===== config.mk =====
export PLATFORM = sky130hd
export DESIGN_NAME = led_ws2812_frame_store
export DESIGN_NICKNAME = d
export VERILOG_FILES = /design/src/rtl/led_ws2812_frame_store.sv
export SDC_FILE = /design/constraint.sdc
export NUM_CORES = 2
export LEC_CHECK = 0
export ABC_AREA = 1
export CAP_MARGIN = 40
export CORE_MARGIN = 2
export CORE_UTILIZATION = 55
export CTS_BUF_LIST = sky130_fd_sc_hd__clkbuf_4 sky130_fd_sc_hd__clkbuf_8 sky130_fd_sc_hd__clkbuf_16
export DETAILED_ROUTE_END_ITERATION = 16
export PLACE_DENSITY = 0.72
export SETUP_SLACK_MARGIN = 0.3
export SKIP_LAST_GASP = 1
export SYNTH_ARGS = -nofsm -noshare
export SYNTH_HDL_FRONTEND = slang
export SYNTH_SLANG_ARGS = --single-unit

===== constraint.sdc =====
create_clock -name clk -period 6.9 [get_ports clk]
set_clock_uncertainty 0.15 [all_clocks]
set_input_delay 1.38 -clock clk [delete_from_list [all_inputs] [get_ports clk]]
set_output_delay 1.38 -clock clk [all_outputs]
set_load 0.02 [all_outputs]

===== src/rtl/led_ws2812_frame_store.sv =====
// ---------------------------------------------------------------------------
// led_ws2812_frame_store
//
// Double-buffered LED frame store that feeds a WS2812 chain driver.
// The host writes pixels into the back bank. The chain reads pixels from the
// front bank through a 2-stage pipeline that applies global brightness
// scaling. A requested swap is held pending and takes effect on the next
// accepted request that starts a frame. This way a frame is never torn
// while it is being shifted out.
//
// Ports
//   clk, reset                : single clock, synchronous active-high reset
//   led_request__ready/first/led_number : chain asks for one LED's data
//   led_data__valid/last/red/green/blue : response, two cycles after accept
//   wr_valid/wr_index/wr_rgb  : host pixel write into the back bank
//   swap_req                  : request a front/back exchange
//   num_leds                  : chain length 1..64 (0 behaves as 1)
//   brightness                : global scale, out = c*(brightness+1) >> 8
//   swap_done                 : pulses in the cycle the swap is taken
//   overrun                   : sticky, a request arrived while busy
// ---------------------------------------------------------------------------
module led_ws2812_frame_store (
  input  logic        clk,
  input  logic        reset,
  input  logic        led_request__ready,
  input  logic        led_request__first,
  input  logic [7:0]  led_request__led_number,
  output logic        led_data__valid,
  output logic        led_data__last,
  output logic [7:0]  led_data__red,
  output logic [7:0]  led_data__green,
  output logic [7:0]  led_data__blue,
  input  logic        wr_valid,
  input  logic [5:0]  wr_index,
  input  logic [23:0] wr_rgb,
  input  logic        swap_req,
  input  logic [6:0]  num_leds,
  input  logic [7:0]  brightness,
  output logic        swap_done,
  output logic        overrun
);

  // Both banks share one array. The top address bit selects the bank.
  logic [23:0] mem [0:127];

  logic        front_sel_reg;
  logic        swap_pending_reg;
  logic        overrun_reg;
  logic        s1_valid_reg;
  logic        s1_last_reg;
  logic        s1_oor_reg;
  logic [23:0] rd_data_reg;

  logic        busy;
  logic        accept;
  logic        drop;
  logic        swap_now;
  logic        front_sel_next;
  logic [7:0]  eff_num;
  logic        req_oor;
  logic        req_last;
  logic [6:0]  rd_addr;
  logic [6:0]  wr_addr;
  logic [7:0]  scaled [0:2];

  always_comb begin
    // The output register doubles as the stage-2 valid flag.
    busy           = s1_valid_reg | led_data__valid;
    accept         = led_request__ready & ~busy;
    drop           = led_request__ready & busy;
    // A swap_req in the same cycle counts as already pending.
    swap_now       = accept & led_request__first & (swap_pending_reg | swap_req);
    front_sel_next = front_sel_reg ^ swap_now;
    eff_num        = (num_leds == 7'd0) ? 8'd1 : {1'b0, num_leds};
    req_oor        = led_request__led_number >= eff_num;
    req_last       = req_oor | (led_request__led_number == eff_num - 8'd1);
    // The read uses the post-swap front. The write uses the pre-swap back.
    rd_addr        = {front_sel_next, led_request__led_number[5:0]};
    wr_addr        = {~front_sel_reg, wr_index};
    swap_done      = swap_now & ~reset;
    overrun        = overrun_reg;
  end

  // Per-component scaling: components 0,1,2 = red, green, blue.
  for (genvar gi = 0; gi < 3; gi++) begin : g_scale
    logic [16:0] prod;
    always_comb begin
      prod        = {9'd0, rd_data_reg[23 - 8*gi -: 8]} * ({9'd0, brightness} + 17'd1);
      scaled[gi]  = 8'(prod >> 8);
    end
  end

  // Block RAM: write port for the host, registered read port for stage 1.
  always_ff @(posedge clk) begin
    if (wr_valid) begin
      mem[wr_addr] <= wr_rgb;
    end
    if (accept) begin
      rd_data_reg <= mem[rd_addr];
    end
  end

  always_ff @(posedge clk) begin
    if (reset) begin
      front_sel_reg    <= 1'b0;
      swap_pending_reg <= 1'b0;
      overrun_reg      <= 1'b0;
      s1_valid_reg     <= 1'b0;
      s1_last_reg      <= 1'b0;
      s1_oor_reg       <= 1'b0;
      led_data__valid  <= 1'b0;
      led_data__last   <= 1'b0;
      led_data__red    <= 8'd0;
      led_data__green  <= 8'd0;
      led_data__blue   <= 8'd0;
    end else begin
      front_sel_reg <= front_sel_next;
      if (swap_now) begin
        swap_pending_reg <= 1'b0;
      end else if (swap_req) begin
        swap_pending_reg <= 1'b1;
      end
      if (drop) begin
        overrun_reg <= 1'b1;
      end

      // Stage 1: fetch and classify.
      s1_valid_reg <= accept;
      if (accept) begin
        s1_last_reg <= req_last;
        s1_oor_reg  <= req_oor;
      end

      // Stage 2: scale. The data outputs hold their values between pulses.
      led_data__valid <= s1_valid_reg;
      if (s1_valid_reg) begin
        led_data__last  <= s1_last_reg;
        led_data__red   <= s1_oor_reg ? 8'd0 : scaled[0];
        led_data__green <= s1_oor_reg ? 8'd0 : scaled[1];
        led_data__blue  <= s1_oor_reg ? 8'd0 : scaled[2];
      end
    end
  end

endmodule


==> run_results.csv <==
group,metric,value,unit
timing,fmax,0.1700,GHz
placed_design,dp_hpwl,203700,um
critical_path,crit_slowest_cell,"clkdlybuf4s50_1",
critical_path,crit_type,"in2reg",
timing,slew_headroom,0.1152,
layout,final_cell_mix,"nand2_1 (3388), edfxtp_1 (3096), nand3_1 (3089)",
placed_design,routabilityCongestion,0.9087,
critical_path,cp.required,7.62,ns
synthesis,syn_nets,11580,
clocking,cts_inserted_buffers,326,
pwr,power.leakage,53.15,nW
synthesis,syn_inst,11300,
critical_path,start_kind,"input pin",
grt,grt_pass1_vias,86670,
clocking,ctsResizeCount,0,
timing,finalCritPeriodShare,0.8525,
pwr,total_power,43.17,mW
critical_path,crit_fanout,18,
grt,grt_start_max_net_pins,232,
synthesis,ys_dominant_reg_cell,"edfxtp_1",
timing,tightest_slew,1.327,ns
synthesis,synth_area_leader_cell,"edfxtp_1",
grt,grt_pass1_wl,547200,um
drt,drt_pass1_iterations,6,
clocking,cts_tree,"yes",
synthesis,async_flop_share,0,
clocking,clk_pin_slew,0.06,ns
clocking,numClockSinks,3128,
placed_design,pre_cts_ws,0.1323,ns
drt,detail-route-antenna-nets,0,
critical_path,cp_common_cell,"fa_1",
grt,grt_overflow,0,
clocking,htreeDepth,5,
timing,setup_ws,1.018,ns
timing,fin_crit,5.882,ns
timing,rsz0062_at_grt,"false",
drt,drt_wl_total,370300,um
synthesis,yosysSeqAreaShare,0.7072,
drt,vias,90500,
placed_design,portBuffers,86,
clocking,insertion_delay,0.98,ns
timing,hold_viol,0,
floorplanning,dieArea,244600,um^2
drt,dr.first_iter.drc_count,13180,
flow_run,cap_violations,0,
layout,drive_gt1_frac,0.08215,
pwr,switchingPower,10.67,mW
timing,setup_tns,0,ns
layout,largest_reg_flops,3072,
synthesis,synth_cell_types,38,
pwr,ir_drop,0.3308,mV
floorplanning,num_io_pins,87,
clocking,post_cts.repair.setup_buffers,0,
synthesis,synth_edf_count,3096,
floorplanning,core-area,239900,um^2
drt,drc,0,
pwr,seq_power_share,0.488,
drt,routed_via_density,6.156,
timing,setup_viol,0,
layout,final_common_cell,"nand2_1",
pwr,p_int,32.50,mW
critical_path,arrival,6.60,ns
clocking,hold_buffers,0,
grt,grt.total_usage,0.2997,
floorplanning,die_h,494.6,um
critical_path,cp_cell_sequence,"clkdlybuf4s50_1 > ha_1 > nand2_1 > nor2_2 > inv_1 > nor2_2 > xor2_2 > inv_2 > nor2_1 > fa_1 > fa_1 > fa_1 > inv_1 > fa_1 > inv_1 > ha_1 > nand2_1 > nor2_1 > nand4_1 > or2_2 > nand3b_1 > nand3_1 > a21oi_1",
synthesis,syn_area,132400,um^2
synthesis,synth.area.top_cells,"edfxtp_1 (70%), nand3_1 (12%), nand2_1 (9.6%)",
layout,syn_to_final_growth,11.07,%
critical_path,worstSetupEndpointType,"register",
layout,fin_nets,11560,
grt,antenna_found_initial,26,
clocking,root_buffer,"clkbuf_16",
pwr,swShare,0.2471,
floorplanning,rows,180,
synthesis,yosysWarnings,0,
floorplanning,initial_core_util,0.5518,
status,status,"completed",
critical_path,cpPeakStageDelay,0.54,ns
synthesis,postSynthAreaPerCell,11.72,um^2
synthesis,synth.ff_latch_count,3128,
pwr,p_per_area,293.6,nW/um^2
synthesis,yosysTopAreaCellShare,0.7024,
pwr,clockPowerShare,0.393,
floorplanning,die_x,494.6,um
pwr,p_comb_frac,0.119,
drt,avgRoutedWirePerCell,25.19,um
timing,timing.hold.ws,0.3096,ns
timing,drv_slew,0,
clocking,max-clock-path-buffers,4,
min_path,worstHoldPathType,"reg2reg",
## synthesized netlist by cell type (2+ instances only)
cell / number
a21oi_1: 59
nand2_1: 3388
nand3_1: 3089
nor2_2: 2
buf_2: 418
ha_1: 105
xor2_2: 2
nand4_1: 4
xnor2_1: 6
clkbuf_1: 113
clkinv_1: 3
inv_1: 271
nor2_1: 330
or2_2: 5
and2_1: 3
nor3_1: 15
buf_4: 100
edfxtp_1: 3096
nor4_1: 3
buf_1: 61
o21ai_0: 16
dfxtp_1: 32
a21boi_0: 4
nand3b_1: 9
o21bai_1: 7
a21o_1: 7
xor2_1: 4
fa_1: 120
buf_6: 11
inv_2: 4
## critical path, delay by kind of cell
family	cells	cell delay [ns]
adder cells (fa/ha/maj)	6	2.60
AND/OR/NAND/NOR	10	1.30
buffers and inverters	5	1.07
AO/OA/AOI/OAI	1	0.13
XOR/XNOR	1	0.10
## power by group through the flow
stage                     Sequential (mW)  Clock, mW  Combinational [mW]
after floorplan                      21.5          0                3.27
after global placement               21.5          0                5.03
after detailed placement             21.5          0                5.10
after CTS                            21.1       17.0                5.13
after global routing                 21.1       17.8                5.75
final                                21.1       16.9                5.15
## cell families (layout without fill, tap and decap cells)
kind of cell / after synthesis / count (layout) / share of synthesized area
flip-flops: 3128 / 3128 / 0.7072
XOR/XNOR: 12 / 12 / 0.0009075
AND/OR/NAND/NOR: 6853 / 6853 / 0.2245
AO/OA/AOI/OAI: 94 / 94 / 0.003914
buffers and inverters: 983 / 1191 / 0.03539
adder cells (fa/ha/maj): 225 / 225 / 0.02808
other: 0 / 12 / 0
## metal layers
| metal | wire (um) | GRT usage |
|---|---|---|
| met1 | 141800 | 0.4251 |
| met5 | 69 | 0 |
| met4 | 16090 | 0.1287 |
| met3 | 45750 | 0.06199 |
| met2 | 166600 | 0.4525 |
## worst paths after layout
path / from / endpoint / slack (ns) / depth (start not counted)
max: brightness[0] / led_data__red[4] / 1.02 / 23
min: overrun / overrun / 0.31 / 2
min reg2reg: overrun / overrun / 0.31 / 2
max reg2reg: rd_data_reg[10] / led_data__green[4] / 2.32 / 17
## per-stage QoR
stage                     instance area (um^2)  utilization  cells
after CTS                               147000       0.6127  14690
after global routing                    147000       0.6129  14690
after detailed placement                136800       0.5703  14140
final                                   147000       0.6129  14700
after floorplan                         132400            -  11300
after global placement                  136300       0.5682  14120
## area by class of cell
type / count / area, um^2
inverter: 279 / 1089
clock buffer: 403 / 8877
fill: 17830 / 92840
clock inverter: 149 / 1301
timing repair buffer: 360 / 3702
antenna: 12 / 30.03
tap: 3185 / 3985
multi-input combinational: 7184 / 34420
sequential: 3128 / 93610
No activity file was read; power rests on OpenSTA's default activity.
